`src/rtl/mem_arbiter_if.sv`:
```
// Bus bundle between the two requesters, the arbiter and the unified memory.
// The arbiter uses the slave view; the requesters and memory model use master.
interface mem_arbiter_if #(
    parameter int ADDR_W = 32,
    parameter int DATA_W = 32
);
    logic              c_req;
    logic              c_we;
    logic [ADDR_W-1:0] c_addr;
    logic [DATA_W-1:0] c_wdata;
    logic              c_done;
    logic [DATA_W-1:0] c_rdata;
    logic              l_req;
    logic              l_we;
    logic [ADDR_W-1:0] l_addr;
    logic [DATA_W-1:0] l_wdata;
    logic              l_done;
    logic [DATA_W-1:0] l_rdata;
    logic [ADDR_W-1:0] mem_addr;
    logic [DATA_W-1:0] mem_wdata;
    logic              mem_we;
    logic [DATA_W-1:0] mem_rdata;
    logic              busy;

    modport slave (
        input  c_req, c_we, c_addr, c_wdata,
        input  l_req, l_we, l_addr, l_wdata,
        input  mem_rdata,
        output c_done, c_rdata, l_done, l_rdata,
        output mem_addr, mem_wdata, mem_we, busy
    );

    modport master (
        output c_req, c_we, c_addr, c_wdata,
        output l_req, l_we, l_addr, l_wdata,
        output mem_rdata,
        input  c_done, c_rdata, l_done, l_rdata,
        input  mem_addr, mem_wdata, mem_we, busy
    );
endinterface

```
`src/rtl/mem_arbiter.sv`:
```
// Round-robin arbiter for the unified memory shared by the core and loader.
// Serialises accesses, waits MEM_LAT cycles, then pulses the owner's done.
module mem_arbiter #(
    parameter int ADDR_W  = 32,
    parameter int DATA_W  = 32,
    parameter int MEM_LAT = 2
) (
    input  logic          clk,
    input  logic          reset,
    mem_arbiter_if.slave  bus
);
    typedef enum logic [1:0] {
        S_IDLE,
        S_ACCESS,
        S_DONE
    } state_t;

    localparam logic [3:0] LAT = 4'(MEM_LAT);

    state_t            state_q, state_d;
    logic [3:0]        cnt_q, cnt_d;
    logic              prio_q, prio_d;
    logic              own_q, own_d;
    logic              we_q, we_d;
    logic [ADDR_W-1:0] addr_q, addr_d;
    logic [DATA_W-1:0] wdata_q, wdata_d;
    logic              mem_we_q, mem_we_d;
    logic              c_done_q, c_done_d;
    logic              l_done_q, l_done_d;
    logic [DATA_W-1:0] c_rdata_q, c_rdata_d;
    logic [DATA_W-1:0] l_rdata_q, l_rdata_d;
    logic              busy_q, busy_d;
    logic              pick;

    always_comb begin
        state_d   = state_q;
        cnt_d     = cnt_q;
        prio_d    = prio_q;
        own_d     = own_q;
        we_d      = we_q;
        addr_d    = addr_q;
        wdata_d   = wdata_q;
        mem_we_d  = 1'b0;
        c_done_d  = 1'b0;
        l_done_d  = 1'b0;
        c_rdata_d = c_rdata_q;
        l_rdata_d = l_rdata_q;
        pick      = 1'b0;
        unique case (state_q)
            S_IDLE: begin
                if (bus.c_req || bus.l_req) begin
                    // pick: 0 = core, 1 = loader; pointer only moves on a tie
                    if (bus.c_req && bus.l_req) begin
                        pick   = prio_q;
                        prio_d = ~prio_q;
                    end else begin
                        pick = bus.l_req;
                    end
                    own_d    = pick;
                    we_d     = pick ? bus.l_we    : bus.c_we;
                    addr_d   = pick ? bus.l_addr  : bus.c_addr;
                    wdata_d  = pick ? bus.l_wdata : bus.c_wdata;
                    mem_we_d = we_d;
                    cnt_d    = LAT;
                    state_d  = S_ACCESS;
                end
            end
            S_ACCESS: begin
                cnt_d = cnt_q - 4'd1;
                if (cnt_q == 4'd1) begin
                    state_d = S_DONE;
                    if (!we_q) begin
                        if (own_q) l_rdata_d = bus.mem_rdata;
                        else       c_rdata_d = bus.mem_rdata;
                    end
                    c_done_d = ~own_q;
                    l_done_d = own_q;
                end
            end
            S_DONE: begin
                state_d = S_IDLE;
            end
            default: begin
                state_d = S_IDLE;
            end
        endcase
        busy_d = (state_d != S_IDLE);
    end

    always_ff @(posedge clk) begin
        if (!reset) begin
            state_q   <= S_IDLE;
            cnt_q     <= 4'd0;
            prio_q    <= 1'b0;
            own_q     <= 1'b0;
            we_q      <= 1'b0;
            addr_q    <= '0;
            wdata_q   <= '0;
            mem_we_q  <= 1'b0;
            c_done_q  <= 1'b0;
            l_done_q  <= 1'b0;
            c_rdata_q <= '0;
            l_rdata_q <= '0;
            busy_q    <= 1'b0;
        end else begin
            state_q   <= state_d;
            cnt_q     <= cnt_d;
            prio_q    <= prio_d;
            own_q     <= own_d;
            we_q      <= we_d;
            addr_q    <= addr_d;
            wdata_q   <= wdata_d;
            mem_we_q  <= mem_we_d;
            c_done_q  <= c_done_d;
            l_done_q  <= l_done_d;
            c_rdata_q <= c_rdata_d;
            l_rdata_q <= l_rdata_d;
            busy_q    <= busy_d;
        end
    end

    assign bus.mem_addr  = addr_q;
    assign bus.mem_wdata = wdata_q;
    assign bus.mem_we    = mem_we_q;
    assign bus.c_done    = c_done_q;
    assign bus.l_done    = l_done_q;
    assign bus.c_rdata   = c_rdata_q;
    assign bus.l_rdata   = l_rdata_q;
    assign bus.busy      = busy_q;
endmodule
```
`src/flat_wrapper.sv`:
```
// flat-port wrapper written by rule: the top's interface ports become plain ports
module mem_arbiter_flat 
#(
    parameter int ADDR_W  = 32,
    parameter int DATA_W  = 32,
    parameter int MEM_LAT = 2
)
  (clk, reset, bus_c_req, bus_c_we, bus_c_addr, bus_c_wdata, bus_l_req, bus_l_we, bus_l_addr, bus_l_wdata, bus_mem_rdata, bus_c_done, bus_c_rdata, bus_l_done, bus_l_rdata, bus_mem_addr, bus_mem_wdata, bus_mem_we, bus_busy);
  mem_arbiter_if #(.ADDR_W(ADDR_W), .DATA_W(DATA_W)) bus_i ();
  input  logic clk;
  input  logic reset;
  input wire logic [$bits(bus_i.c_req)-1:0] bus_c_req;
  input wire logic [$bits(bus_i.c_we)-1:0] bus_c_we;
  input wire logic [$bits(bus_i.c_addr)-1:0] bus_c_addr;
  input wire logic [$bits(bus_i.c_wdata)-1:0] bus_c_wdata;
  input wire logic [$bits(bus_i.l_req)-1:0] bus_l_req;
  input wire logic [$bits(bus_i.l_we)-1:0] bus_l_we;
  input wire logic [$bits(bus_i.l_addr)-1:0] bus_l_addr;
  input wire logic [$bits(bus_i.l_wdata)-1:0] bus_l_wdata;
  input wire logic [$bits(bus_i.mem_rdata)-1:0] bus_mem_rdata;
  output wire logic [$bits(bus_i.c_done)-1:0] bus_c_done;
  output wire logic [$bits(bus_i.c_rdata)-1:0] bus_c_rdata;
  output wire logic [$bits(bus_i.l_done)-1:0] bus_l_done;
  output wire logic [$bits(bus_i.l_rdata)-1:0] bus_l_rdata;
  output wire logic [$bits(bus_i.mem_addr)-1:0] bus_mem_addr;
  output wire logic [$bits(bus_i.mem_wdata)-1:0] bus_mem_wdata;
  output wire logic [$bits(bus_i.mem_we)-1:0] bus_mem_we;
  output wire logic [$bits(bus_i.busy)-1:0] bus_busy;
  assign bus_i.c_req = bus_c_req;
  assign bus_i.c_we = bus_c_we;
  assign bus_i.c_addr = bus_c_addr;
  assign bus_i.c_wdata = bus_c_wdata;
  assign bus_i.l_req = bus_l_req;
  assign bus_i.l_we = bus_l_we;
  assign bus_i.l_addr = bus_l_addr;
  assign bus_i.l_wdata = bus_l_wdata;
  assign bus_i.mem_rdata = bus_mem_rdata;
  assign bus_c_done = bus_i.c_done;
  assign bus_c_rdata = bus_i.c_rdata;
  assign bus_l_done = bus_i.l_done;
  assign bus_l_rdata = bus_i.l_rdata;
  assign bus_mem_addr = bus_i.mem_addr;
  assign bus_mem_wdata = bus_i.mem_wdata;
  assign bus_mem_we = bus_i.mem_we;
  assign bus_busy = bus_i.busy;
  mem_arbiter #(.ADDR_W(ADDR_W), .DATA_W(DATA_W), .MEM_LAT(MEM_LAT)) u_core (.clk(clk), .reset(reset), .bus(bus_i));
endmodule
```
`config.mk`:
```
export PLATFORM = sky130hd
export DESIGN_NAME = mem_arbiter_flat
export DESIGN_NICKNAME = d
export VERILOG_FILES = /design/src/rtl/mem_arbiter_if.sv /design/src/rtl/mem_arbiter.sv /design/src/flat_wrapper.sv
export SDC_FILE = /design/constraint.sdc
export NUM_CORES = 1
export LEC_CHECK = 0
export ABC_CLOCK_PERIOD_IN_PS = 2800
export CELL_PAD_IN_SITES_DETAIL_PLACEMENT = 1
export CELL_PAD_IN_SITES_GLOBAL_PLACEMENT = 1
export CORE_MARGIN = 4
export CORE_UTILIZATION = 31
export DETAILED_ROUTE_END_ITERATION = 8
export PLACE_DENSITY = 0.85
export SETUP_SLACK_MARGIN = 0.4
export SLEW_MARGIN = 15
export SYNTH_ARGS = -nofsm -noshare
export SYNTH_HDL_FRONTEND = slang
export SYNTH_SLANG_ARGS = --single-unit
```
`constraint.sdc`:
```
create_clock -name clk -period 2.8 [get_ports clk]
set_input_delay 0.56 -clock clk [delete_from_list [all_inputs] [get_ports clk]]
set_output_delay 0.56 -clock clk [all_outputs]
set_load 0.01 [all_outputs]
```
* Word-level counts from Yosys, hierarchy flattened *
Index checks and enable logic that the tools add are counted.

storage, ports and cells
  bits in registers = 141
  word-level logic and storage cells = 43

cells by class
  add/sub/neg operators = 1
  eq/ne operators = 3
  muxes and demuxes = 11
  bitwise gates (word level) = 3
  reductions and logical operators = 12

operators with widths
  operator             count
  $mux 32              2
  $reduce_and 3->1     3
  $pmux 4 s2           1
  $reduce_and 4->1     2
  $eq 4x1->1 const B   1
  $mux 1               4
  $mux 2               2
  $mux 4               1
  $pmux 2 s2           1
  $reduce_and 2->1     2
  $reduce_bool 2->1    2
  $sub 4x1->4 const B  1
  $not 1->1            3
  $eq 2x1->1 const B   1
  $logic_not 2->1      1
  $ne 2x1->1 const B   1
  $logic_and 1x1->1    1
  $logic_or 1x1->1     1

* Longest topological paths before layout *
  depth after elaboration = 5
  depth in mapped cells = 7
  depth with buffers taken out = 5

* Worst setup path before layout *
Ideal clock, no wire load.

  path kind = input port to flip-flop
  from = in bus_l_req
  to = reg u_core.wdata_q[26], in the netlist u_core.bus.mem_wdata[26]
  library setup time = 0.133 ns
  arrival = 1.461 ns
  required time = 2.667 ns
  setup slack = 1.206 ns
  cell stages on the path = 7
  buffers on the path = 4
  cells stage by stage = buf_6 -> or2_1 -> buf_2 -> buf_6 -> buf_4 -> a21oi_1 -> a311oi_1

between the ends
  longest elaborated chain between the ends = 5
  elaborated cells between the ends (all ways) = 7
  classes of those cells = 4 x mux; 3 x reduce/logical

ends and longest elaborated chain
  element               line                source
  from (decl)           flat_wrapper.sv:16  input wire logic [$bits(bus_i.l_req)-1:0] bus_l_req;
  $logic_and 1x1->1     mem_arbiter.sv:53   if (bus.c_req && bus.l_req) begin
  $mux 1                mem_arbiter.sv:53
  $mux 1                mem_arbiter.sv:51   if (bus.c_req || bus.l_req) begin
  $mux 1                mem_arbiter.sv:49   unique case (state_q)
  $mux 32               mem_arbiter.sv:62   wdata_d = pick ? bus.l_wdata : bus.c_wdata;
  to (signal assigned)  mem_arbiter.sv:112  wdata_q <= wdata_d;
  to (decl)             mem_arbiter.sv:26   logic [DATA_W-1:0] wdata_q, wdata_d;

Several ways; a longest one is shown, not always the timed one. The select of a mux whose other input is x is not followed.
A chain may end at the register's enable or synchronous reset.

* Worst setup path in the final report *
  from = reg u_core.addr_q[29], in the netlist u_core.bus.mem_addr[29]
  to = out bus_mem_addr[29]

RTL lines
  element                 line                source
  from (decl)             mem_arbiter.sv:25   logic [ADDR_W-1:0] addr_q, addr_d;
  from (signal assigned)  mem_arbiter.sv:111  addr_q <= addr_d;
  to (decl)               flat_wrapper.sv:25  output wire logic [$bits(bus_i.mem_addr)-1:0] bus_mem_addr;

No word-level cell between the ends.

==> impl_metrics.json <==
{
  "final_cell_mix": "clkdlybuf4s50_1 (295), dfxtp_1 (141), nand2_1 (100)",
  "skew_ns": 0.01174,
  "clkSlewWorstSetupHoldPaths_ns": 0.07,
  "leakagePower_uw": 0.003874,
  "powerDensity_nw_per_um2": 568.1,
  "slew_viol_final": 0,
  "path_delay_family": "buffers and inverters",
  "dp.final_hpwl_um": 17140,
  "grt_overflow_total": 0,
  "cts_root_buffer": "clkbuf_16",
  "cts_inserted_buffers": 17,
  "cts_buffer_depth": 2,
  "cts_resized": 0,
  "period_share_pct": 68.78,
  "dieHeight_um": 147.9,
  "reg2regPathDepth": 4,
  "antenna_found_initial": 1,
  "synth_area_um2": 6068,
  "fin_nets": 1115,
  "cts_tree": "done",
  "relSlewSlack_pct": 52.25,
  "grtUsageTotal_pct": 20.93,
  "crit_type": "reg -> out",
  "multiInputGateArea_um2": 2856,
  "highest_layer": "met5",
  "path_cells": "clkdlybuf4s50_1",
  "ios": 298,
  "postRouteAntennaNets": 0,
  "initial_utilization_pct": 32.01,
  "cp_slowest_cell": "clkdlybuf4s50_1",
  "area_growth_pct": 60.93,
  "cap_violations": 0,
  "grt_pass1_wl_um": 36690,
  "final_common_cell": "clkdlybuf4s50_1",
  "first_pass_iters": 4,
  "postRouteWirelength_um": 23650,
  "cp_num_buf_inv": 1,
  "via_per_inst": 5.207,
  "ys_types": 36,
  "die_w_um": 147.9,
  "rows": 50,
  "worstPathArrival_ns": 1.37,
  "ys_seq_area_share_pct": 46.52,
  "fill_cells": 2178,
  "status": "finished clean",
  "regToRegEndpoint": "u_core.bus.l_rdata[23]$_SDFFE_PN0P_",
  "avgSynthCellArea_um2": 8.872,
  "diodes": 0,
  "layout.area.seq_um2": 2823,
  "required_ns": 2.24,
  "cts_setup_buffers": 0,
  "clock_sinks": 141,
  "endpoint": "bus_mem_addr[29]",
  "fin_setup_tns_ns": 0,
  "place_congestion": 0.8433,
  "max_stage_delay_ns": 0.60,
  "rsz0062_at_grt": "no",
  "synth_seq_cells": 141,
  "r2r_slack_ns": 0.97,
  "clock_latency_ns": 0.42,
  "wl_met2_um": 11550,
  "syn_inst": 684,
  "via_count": 6352,
  "die-area_um2": 21880,
  "drive_above_1_share_pct": 6.875,
  "pre_cts_ws_ns": 0.5486,
  "grt_max_degree": 102,
  "period_minus_slack_ns": 1.926,
  "setup_viol": 0,
  "synthFlopType": "dfxtp_1",
  "cp.depth": 1,
  "end_kind": "output port",
  "postCtsHoldBufs": 0,
  "coreArea_um2": 18960,
  "yosys_warnings": 0,
  "wl_per_cell_um": 19.38,
  "fmax_mhz": 519.2,
  "drc": 0,
  "r2r-start": "u_core.state_q[0]$_SDFF_PN0_",
  "drtIter0Drc": 255,
  "max-vdd-ir-drop_v": 0.0003984,
  "setup_ws_ns": 0.8741,
  "finalPower_uw": 5548,
  "tightest_slew_ns": 0.7148,
  "h-tree-depth": 4,
  "portBuffers": 297,
  "startpoint_type": "register",
  "hold_viol": 0,
  "grt_pass1_vias": 6827,
  "synth_edf_count": 0,
  "async_reset_ff_share_pct": 0,
  "drt-met1-wl_um": 9437,
  "synth_nets": 852,
  "cp_max_fo": 2,
  "crit_start": "u_core.bus.mem_addr[29]$_SDFFE_PN0P_",
  "hold_path.class": "reg -> reg",
  "route.met3.wl_um": 2117
}
metal layers:
metal	GRT usage, %	up-vias
met4	6.882	2
met1	24.13	3039
met5	0	-
met2	35.90	261
li1	-	3014
met3	7.909	36
through the flow:
step	hold WS [ns]	std cells	instance area, µm²	utilization (%)
2_1_floorplan	0.4603	684	6068	-
3_3_place_gp	0.4451	1188	9193	48.50
3_5_place_dp	0.4551	1188	9193	48.50
4_1_cts	0.4636	1220	9766	51.52
5_1_grt	0.4870	1220	9766	51.52
6_report	0.4610	1220	9766	51.52
final cells by class:
class                   count  share of cell area (%)
clock inverters            13                   1.332
flip-flops and latches    141                   28.90
clock buffers              19                   4.536
inverters                   4                  0.1537
multi-input cells         463                   29.25
repair buffers            320                   32.49
well taps                 260                   3.331
power by group:
part           internal (µW)  switching [µW]
Sequential              2140            83.3
Clock                   1260             932
Combinational            591             536
Total                   4000            1550
worst min-delay path by stage:
stage / start / endpoint / slack (ns) / depth (start not counted)
after global placement: u_core.bus.c_rdata[9]$_SDFFE_PN0P_ / u_core.bus.c_rdata[9]$_SDFFE_PN0P_ / 0.45 / 2
final: u_core.bus.l_rdata[7]$_SDFFE_PN0P_ / u_core.bus.l_rdata[7]$_SDFFE_PN0P_ / 0.46 / 2
after floorplan: u_core.cnt_q[2]$_SDFFE_PN0P_ / u_core.cnt_q[2]$_SDFFE_PN0P_ / 0.46 / 2
after detailed placement: u_core.bus.l_rdata[26]$_SDFFE_PN0P_ / u_core.bus.l_rdata[26]$_SDFFE_PN0P_ / 0.46 / 2
after CTS: u_core.bus.l_rdata[26]$_SDFFE_PN0P_ / u_core.bus.l_rdata[26]$_SDFFE_PN0P_ / 0.46 / 2
after global routing: u_core.bus.l_rdata[26]$_SDFFE_PN0P_ / u_core.bus.l_rdata[26]$_SDFFE_PN0P_ / 0.49 / 2
kinds of logic after synthesis:
kind of cell | after synthesis | share of synthesized area, %
AO/OA/AOI/OAI | 208 | 21.42
AND/OR/NAND/NOR | 188 | 14.27
adder cells (fa/ha/maj) | 2 | 0.4123
flip-flops | 141 | 46.52
buffers and inverters | 80 | 6.660
multiplexers | 65 | 10.72
registers in the layout, indices dropped and copies added, names as in the netlist:
register / flops
u_core.bus.mem_we: 1
u_core.bus.mem_addr: 32
u_core.cnt_q: 4
u_core.bus.mem_wdata: 32
u_core.own_q: 1
u_core.bus.l_rdata: 32
u_core.we_q: 1
u_core.prio_q: 1
u_core.bus.c_rdata: 32
u_core.bus.l_done: 1
u_core.state_q: 2
u_core.bus.c_done: 1
u_core.bus.busy: 1
Yosys cell counts, types with 2 or more instances:
master | instances | share of area (%)
a21oi_1 | 70 | 5.8
a311oi_1 | 65 | 9.4
buf_2 | 27 | 2.2
buf_4 | 8 | 0.99
buf_6 | 5 | 0.93
clkbuf_1 | 33 | 2.0
clkbuf_2 | 2 | 0.16
dfxtp_1 | 141 | 47
ha_1 | 2 | 0.41
inv_1 | 2 | 0.12
inv_2 | 2 | 0.12
mux2i_1 | 65 | 11
nand2_1 | 100 | 6.2
nand2b_1 | 3 | 0.31
nand3_1 | 66 | 5.4
nor2_1 | 4 | 0.25
nor2b_1 | 2 | 0.21
o211ai_1 | 2 | 0.25
o21ai_0 | 58 | 4.8
o21ai_1 | 10 | 0.82
or2_1 | 2 | 0.21
(Power assumes the default switching activity.)
